===== src/rtl/uart_tx_stream_control_if.sv =====
`default_nettype none
// ============================================================================
// uart_tx_stream_control_if
//   Control, memory-read and uart_tx handshake bundle for uart_tx_stream_control.
//   Revision: 1.0
// ============================================================================
interface uart_tx_stream_control_if #(
    parameter int DATA_WIDTH = 8,
    parameter int ADDR_WIDTH = 4
);
    logic                  start;
    logic [ADDR_WIDTH-1:0] base_addr;
    logic [ADDR_WIDTH:0]   byte_count;
    logic                  continuous;
    logic                  abort;
    logic [DATA_WIDTH-1:0] mem_read_data;
    logic [ADDR_WIDTH-1:0] mem_read_addr;
    logic                  mem_read_enable;
    logic [DATA_WIDTH-1:0] uart_tx_data;
    logic                  uart_tx_start;
    logic                  uart_tx_done;
    logic                  busy;
    logic                  transmission_done;
    logic                  aborted;
    logic [ADDR_WIDTH:0]   bytes_sent;

    modport master (
        input  start, base_addr, byte_count, continuous, abort,
        input  mem_read_data, uart_tx_done,
        output mem_read_addr, mem_read_enable, uart_tx_data, uart_tx_start,
        output busy, transmission_done, aborted, bytes_sent
    );

    modport slave (
        output start, base_addr, byte_count, continuous, abort,
        output mem_read_data, uart_tx_done,
        input  mem_read_addr, mem_read_enable, uart_tx_data, uart_tx_start,
        input  busy, transmission_done, aborted, bytes_sent
    );
endinterface
`default_nettype wire


===== src/rtl/uart_tx_stream_control.sv =====
`default_nettype none
// ============================================================================
// uart_tx_stream_control
//   Streams a window of memory bytes into uart_tx, one start/done handshake each.
//   Revision: 1.0
// ============================================================================
module uart_tx_stream_control #(
    parameter int DATA_WIDTH  = 8,
    parameter int ADDR_WIDTH  = 4,
    parameter int MEM_LATENCY = 1,
    parameter int GAP_CYCLES  = 0
) (
    input  wire logic                clk,
    input  wire logic                rstn,
    uart_tx_stream_control_if.master bus
);
    localparam int c_MAX_WAIT = (MEM_LATENCY > GAP_CYCLES) ? MEM_LATENCY : GAP_CYCLES;
    localparam int c_CNT_W    = (c_MAX_WAIT > 1) ? $clog2(c_MAX_WAIT) : 1;
    localparam logic [c_CNT_W-1:0]    c_DELAY_LAST = c_CNT_W'(MEM_LATENCY - 1);
    localparam logic [c_CNT_W-1:0]    c_GAP_LAST   = c_CNT_W'((GAP_CYCLES > 0) ? GAP_CYCLES - 1 : 0);
    localparam logic [c_CNT_W-1:0]    c_CNT_ONE    = 1;
    localparam logic [ADDR_WIDTH:0]   c_SENT_ONE   = 1;
    localparam bit                    c_HAS_GAP    = (GAP_CYCLES > 0);

    typedef enum logic [2:0] {
        S_IDLE     = 3'd0,
        S_READ     = 3'd1,
        S_DELAY    = 3'd2,
        S_TRANSMIT = 3'd3,
        S_WAIT     = 3'd4,
        S_GAP      = 3'd5,
        S_DONE     = 3'd6
    } state_t;

    state_t                r_state;
    logic [ADDR_WIDTH-1:0] r_base;
    logic [ADDR_WIDTH:0]   r_count;
    logic [ADDR_WIDTH:0]   r_bytes_sent;
    logic [c_CNT_W-1:0]    r_cnt;
    logic                  r_abort_hit;
    logic [ADDR_WIDTH-1:0] r_mem_addr;
    logic                  r_mem_en;
    logic [DATA_WIDTH-1:0] r_tx_data;
    logic                  r_tx_start;
    logic                  r_busy;
    logic                  r_done;
    logic                  r_aborted;

    logic [ADDR_WIDTH:0]   w_check_sent;
    logic                  w_pass_end;

    // The pass-end decision happens either straight out of WAIT (no gap) or at
    // the last GAP cycle; in WAIT the byte just finished is not yet counted.
    always_comb begin
        w_check_sent = (r_state == S_WAIT) ? (r_bytes_sent + c_SENT_ONE) : r_bytes_sent;
        w_pass_end   = 1'b0;
        if (r_state == S_WAIT) begin
            w_pass_end = bus.uart_tx_done && !c_HAS_GAP;
        end else if (r_state == S_GAP) begin
            w_pass_end = (r_cnt == c_GAP_LAST);
        end
    end

    always_ff @(posedge clk or negedge rstn) begin
        if (!rstn) begin
            r_state      <= S_IDLE;
            r_base       <= '0;
            r_count      <= '0;
            r_bytes_sent <= '0;
            r_cnt        <= '0;
            r_abort_hit  <= 1'b0;
            r_mem_addr   <= '0;
            r_mem_en     <= 1'b0;
            r_tx_data    <= '0;
            r_tx_start   <= 1'b0;
            r_busy       <= 1'b0;
            r_done       <= 1'b0;
            r_aborted    <= 1'b0;
        end else begin
            r_mem_en   <= 1'b0;
            r_tx_start <= 1'b0;
            r_done     <= 1'b0;
            r_aborted  <= 1'b0;

            case (r_state)
                S_IDLE: begin
                    if (bus.start) begin
                        r_base       <= bus.base_addr;
                        r_count      <= bus.byte_count;
                        r_bytes_sent <= '0;
                        r_abort_hit  <= 1'b0;
                        r_busy       <= 1'b1;
                        r_state      <= (bus.byte_count == '0) ? S_DONE : S_READ;
                    end
                end
                S_READ: begin
                    if (bus.abort) begin
                        r_abort_hit <= 1'b1;
                        r_state     <= S_DONE;
                    end else begin
                        r_mem_addr <= r_base + r_bytes_sent[ADDR_WIDTH-1:0];
                        r_mem_en   <= 1'b1;
                        r_cnt      <= '0;
                        r_state    <= S_DELAY;
                    end
                end
                S_DELAY: begin
                    if (r_cnt == c_DELAY_LAST) begin
                        r_state <= S_TRANSMIT;
                    end else begin
                        r_cnt <= r_cnt + c_CNT_ONE;
                    end
                end
                S_TRANSMIT: begin
                    r_tx_data  <= bus.mem_read_data;
                    r_tx_start <= 1'b1;
                    r_state    <= S_WAIT;
                end
                S_WAIT: begin
                    if (bus.uart_tx_done) begin
                        r_bytes_sent <= r_bytes_sent + c_SENT_ONE;
                        if (c_HAS_GAP) begin
                            r_cnt   <= '0;
                            r_state <= S_GAP;
                        end
                    end
                end
                S_GAP: begin
                    if (r_cnt != c_GAP_LAST) begin
                        r_cnt <= r_cnt + c_CNT_ONE;
                    end
                end
                S_DONE: begin
                    r_done      <= 1'b1;
                    r_aborted   <= r_abort_hit;
                    r_abort_hit <= 1'b0;
                    r_busy      <= 1'b0;
                    r_state     <= S_IDLE;
                end
                default: begin
                    r_busy  <= 1'b0;
                    r_state <= S_IDLE;
                end
            endcase

            // Overrides the WAIT/GAP bookkeeping above, including the clear on repeat.
            if (w_pass_end) begin
                if (bus.abort) begin
                    r_abort_hit <= 1'b1;
                    r_state     <= S_DONE;
                end else if (w_check_sent < r_count) begin
                    r_state <= S_READ;
                end else if (bus.continuous) begin
                    r_done       <= 1'b1;
                    r_bytes_sent <= '0;
                    r_state      <= S_READ;
                end else begin
                    r_state <= S_DONE;
                end
            end
        end
    end

    assign bus.mem_read_addr     = r_mem_addr;
    assign bus.mem_read_enable   = r_mem_en;
    assign bus.uart_tx_data      = r_tx_data;
    assign bus.uart_tx_start     = r_tx_start;
    assign bus.busy              = r_busy;
    assign bus.transmission_done = r_done;
    assign bus.aborted           = r_aborted;
    assign bus.bytes_sent        = r_bytes_sent;
endmodule
`default_nettype wire


===== src/flat_wrapper.sv =====
// flat-port wrapper written by rule: the top's interface ports become plain ports
module uart_tx_stream_control_flat 
#(
    parameter int DATA_WIDTH  = 8,
    parameter int ADDR_WIDTH  = 4,
    parameter int MEM_LATENCY = 1,
    parameter int GAP_CYCLES  = 0
)
  (clk, rstn, bus_start, bus_base_addr, bus_byte_count, bus_continuous, bus_abort, bus_mem_read_data, bus_uart_tx_done, bus_mem_read_addr, bus_mem_read_enable, bus_uart_tx_data, bus_uart_tx_start, bus_busy, bus_transmission_done, bus_aborted, bus_bytes_sent);
  uart_tx_stream_control_if #(.DATA_WIDTH(DATA_WIDTH), .ADDR_WIDTH(ADDR_WIDTH)) bus_i ();
  input  wire logic clk;
  input  wire logic rstn;
  input wire logic [$bits(bus_i.start)-1:0] bus_start;
  input wire logic [$bits(bus_i.base_addr)-1:0] bus_base_addr;
  input wire logic [$bits(bus_i.byte_count)-1:0] bus_byte_count;
  input wire logic [$bits(bus_i.continuous)-1:0] bus_continuous;
  input wire logic [$bits(bus_i.abort)-1:0] bus_abort;
  input wire logic [$bits(bus_i.mem_read_data)-1:0] bus_mem_read_data;
  input wire logic [$bits(bus_i.uart_tx_done)-1:0] bus_uart_tx_done;
  output wire logic [$bits(bus_i.mem_read_addr)-1:0] bus_mem_read_addr;
  output wire logic [$bits(bus_i.mem_read_enable)-1:0] bus_mem_read_enable;
  output wire logic [$bits(bus_i.uart_tx_data)-1:0] bus_uart_tx_data;
  output wire logic [$bits(bus_i.uart_tx_start)-1:0] bus_uart_tx_start;
  output wire logic [$bits(bus_i.busy)-1:0] bus_busy;
  output wire logic [$bits(bus_i.transmission_done)-1:0] bus_transmission_done;
  output wire logic [$bits(bus_i.aborted)-1:0] bus_aborted;
  output wire logic [$bits(bus_i.bytes_sent)-1:0] bus_bytes_sent;
  assign bus_i.start = bus_start;
  assign bus_i.base_addr = bus_base_addr;
  assign bus_i.byte_count = bus_byte_count;
  assign bus_i.continuous = bus_continuous;
  assign bus_i.abort = bus_abort;
  assign bus_i.mem_read_data = bus_mem_read_data;
  assign bus_i.uart_tx_done = bus_uart_tx_done;
  assign bus_mem_read_addr = bus_i.mem_read_addr;
  assign bus_mem_read_enable = bus_i.mem_read_enable;
  assign bus_uart_tx_data = bus_i.uart_tx_data;
  assign bus_uart_tx_start = bus_i.uart_tx_start;
  assign bus_busy = bus_i.busy;
  assign bus_transmission_done = bus_i.transmission_done;
  assign bus_aborted = bus_i.aborted;
  assign bus_bytes_sent = bus_i.bytes_sent;
  uart_tx_stream_control #(.DATA_WIDTH(DATA_WIDTH), .ADDR_WIDTH(ADDR_WIDTH), .MEM_LATENCY(MEM_LATENCY), .GAP_CYCLES(GAP_CYCLES)) u_core (.clk(clk), .rstn(rstn), .bus(bus_i));
endmodule

===== config.mk =====
export PLATFORM = sky130hd
export DESIGN_NAME = uart_tx_stream_control_flat
export DESIGN_NICKNAME = d
export VERILOG_FILES = /design/src/rtl/uart_tx_stream_control_if.sv /design/src/rtl/uart_tx_stream_control.sv /design/src/flat_wrapper.sv
export SDC_FILE = /design/constraint.sdc
export NUM_CORES = 1
export LEC_CHECK = 0
export ABC_CLOCK_PERIOD_IN_PS = 2750
export CAP_MARGIN = 20
export CORE_MARGIN = 3
export CORE_UTILIZATION = 48
export CTS_CLUSTER_DIAMETER = 150
export DETAILED_ROUTE_END_ITERATION = 6
export HOLD_SLACK_MARGIN = 0.08
export PLACE_DENSITY = 0.86
export SETUP_SLACK_MARGIN = 0.05
export SYNTH_ARGS = -nofsm -noshare
export SYNTH_HDL_FRONTEND = slang
export SYNTH_SLANG_ARGS = --single-unit

===== constraint.sdc =====
create_clock -name clk -period 2.75 [get_ports clk]
set_input_delay 0.275 -clock clk [delete_from_list [all_inputs] [get_ports clk]]
set_output_delay 0.275 -clock clk [all_outputs]
set_load 0.02 [all_outputs]

==> metrics.txt <==
Post-Synth XOR/XNOR Area=2.91%; status=finished clean; Total Routing Usage GR=18.5%; Max VDD drop=533 uV; initial core utilization=52.1%; Worst Setup Start Kind=register; initial DRC count=94; CP Depth=9; drt first pass iters=4; final core utilization=70.0%; PortBufs=44; maximum number of pins on one net before global-route repair=36; setup TNS=0 ps; hpwl dp=2.84 mm; via count=1423; chip width=67.4 um; n_diodes=0; Leak Pwr=0.00109 uW; leading cell types in the layout, fill and taps excluded=44 x clkdlybuf4s50_1, 35 x dfrtp_1, 19 x nand2_1; Worst-Skew Late Latency=290 ps; Slew headroom=70.9%; final slew viol count=0; Unique masters post-synth=43; CTS Buffer Depth=2; Synth Area in Simple Gates=16.3%; first-pass GRT wire length=6.11 mm; Syn-to-layout area delta=34.3%; Yosys top cell area share=48.5%; Post-Route WL=3.79 mm; PD cells=998 nW/um2; via count of the first global-routing pass=1350; Worst R2R Setup Slack=300 ps; FFs w/ async S/R, synth=100%; Final nets=255; Clk pin slew, worst setup/hold paths=70 ps; final setup violation count=0; reg2reg start=u_core.r_state[1]; Post-Synth Adder-Cell Area=6.65%; crit path capture type=register; Slew @ Worst Pin=437 ps; post-DR vias/cell=5.27; fmax=0.409 GHz; slowest CP cell=or3b_4; commonest non-fill, non-tap cell in the layout=clkdlybuf4s50_1; Post-Synthesis Cells=170; Syn Std Cell Area=1810 um2; crit-path max cell delay=430 ps; CTS root buf=clkbuf_8; RR Endpoint=u_core.bus.transmission_done; core area=3470 um2; register bit total from synthesis=35; delay-heaviest family, CP=simple AND/OR/NAND/NOR gates; Syn Area/Cell=10.6 um2; data arrival time of the critical path=2630 ps; crit path to=u_core.bus.transmission_done; Crit path buffers/inverters=0; CTS tree=done; Setup Skew=4.66 ps; post-cts gate resize count=0; layout cells sized above 1=11.2%; multi-input combinational cell area=867 um2; largest fanout on the critical path=6; clk sink count=35; hold crit path type=in2async; crit path kind=reg2reg; DRC viols=0; Synth Flop Type=dfrtp_1; CTS H-tree lvls=2; final period utilization=89.0%; number of buffers created by CTS=5; io pins=45; Compound-Gate Fraction of Synth Area=12.9%; cell taking the most area after synthesis=dfrtp_1; Layout fillers=274; EDFF count, synth=0; Reg2Reg Depth=9; maxcap violations=0; FP Rows=21; RSZ-0062 raised after global routing=no; die area=4540 um2; Mapped Nets=202; Post-CTS Hold Fix Bufs=0; Routed Antenna Nets=0; final-report hold violation count=0; Wirelength per Cell=14.0 um; crit path cell chain=or3b_4 > nor2_1 > xor2_1 > ha_1 > a21o_1 > a21oi_2 > o211ai_2 > and4b_1 > o21bai_1; Worst EP required=2930 ps; Seq/Total Area, Yosys=48.5%; fin crit period=2450 ps; Critical path origin=u_core.r_state[1]; largest family of logic cells by synthesized area=simple AND/OR/NAND/NOR gates; largest cells by area after synthesis=dfrtp_1 48%, mux2_1 8.1%, ha_1 5.5%; Yosys Warn Count=0; multiplexer share of the synthesized area=9.21%; die span in y=67.4 um; Overflow after GRT=0; register area=876 um2; GP Congestion=0.891; Setup Buffers After CTS=0; initial antenna violation count=0
==> cells by family (layout without fill, tap and decap cells) <==
family	after synthesis	in the layout
AND/OR/NAND/NOR	56	56
AO/OA/AOI/OAI	35	35
flip-flops	35	35
multiplexers	15	15
buffers and inverters	14	68
adder cells (fa/ha/maj)	9	9
XOR/XNOR	6	6
==> report_power, final <==
| group | internal (uW) | switching [uW] | total [uW] |
|---|---|---|---|
| Combinational | 573 | 601 | 1170 |
| Clock | 228 | 178 | 406 |
| Sequential | 727 | 115 | 842 |
| Total | 1530 | 894 | 2420 |
==> synthesized netlist by cell type, types with 4 or more instances <==
| cell type | n |
|---|---|
| dfrtp_1 | 35 |
| nand2_1 | 19 |
| mux2_1 | 13 |
| nor2_1 | 10 |
| a21oi_1 | 8 |
| ha_1 | 8 |
| o21ai_1 | 8 |
| inv_1 | 7 |
| a21oi_2 | 5 |
| nand3_1 | 4 |
==> registers in the layout, summed over array words and instances (netlist names) <==
signal and cells:
u_core.r_abort_hit 1, u_core.bus.mem_read_enable 1, u_core.bus.bytes_sent 5, u_core.bus.transmission_done 1, u_core.bus.busy 1, u_core.bus.uart_tx_data 8
u_core.bus.aborted 1, u_core.r_state 3, u_core.bus.uart_tx_start 1, u_core.r_base 4, u_core.r_count 5, u_core.bus.mem_read_addr 4
==> through the flow <==
step	hold WS (ps)	cells	worst slack (ps)	cell area, um2	total power (uW)
final	409	270	303	2430	2420
after global routing	442	270	145	2430	2590
after CTS	425	270	293	2430	2450
after detailed placement	473	262	303	2330	2040
after global placement	467	262	369	2330	2000
after floorplan	-20.6	170	421	1810	1560
==> worst min path at each step <==
stage | startpoint | to | slack [ps]
floorplan | rstn | u_core.bus.aborted | -20
global placement | u_core.bus.mem_read_addr[0] | u_core.bus.mem_read_addr[0] | 470
detailed placement | u_core.bus.mem_read_addr[0] | u_core.bus.mem_read_addr[0] | 470
CTS | rstn | u_core.bus.aborted | 430
global route | rstn | u_core.bus.uart_tx_data[2] | 440
finish | rstn | u_core.bus.uart_tx_data[1] | 410
==> cell type report <==
class	instances	share of cell area (%)
Tap cell	46	2.37
Multi-Input combinational cell	121	35.7
Sequential cell	35	36.1
Timing Repair Buffer	51	20.3
Clock buffer	8	4.12
Inverter	9	1.39
==> metal layers <==
| metal | vias to the layer above | part of all wire [%] | GRT usage, % |
|---|---|---|---|
| met5 | - | 0 | 0 |
| met4 | 0 | 1.6 | 9.11 |
| met3 | 9 | 5.8 | 3.99 |
| met2 | 43 | 48 | 28.8 |
| met1 | 669 | 45 | 24.4 |
| li1 | 702 | - | - |
No activity file was read; power rests on OpenSTA's default activity.
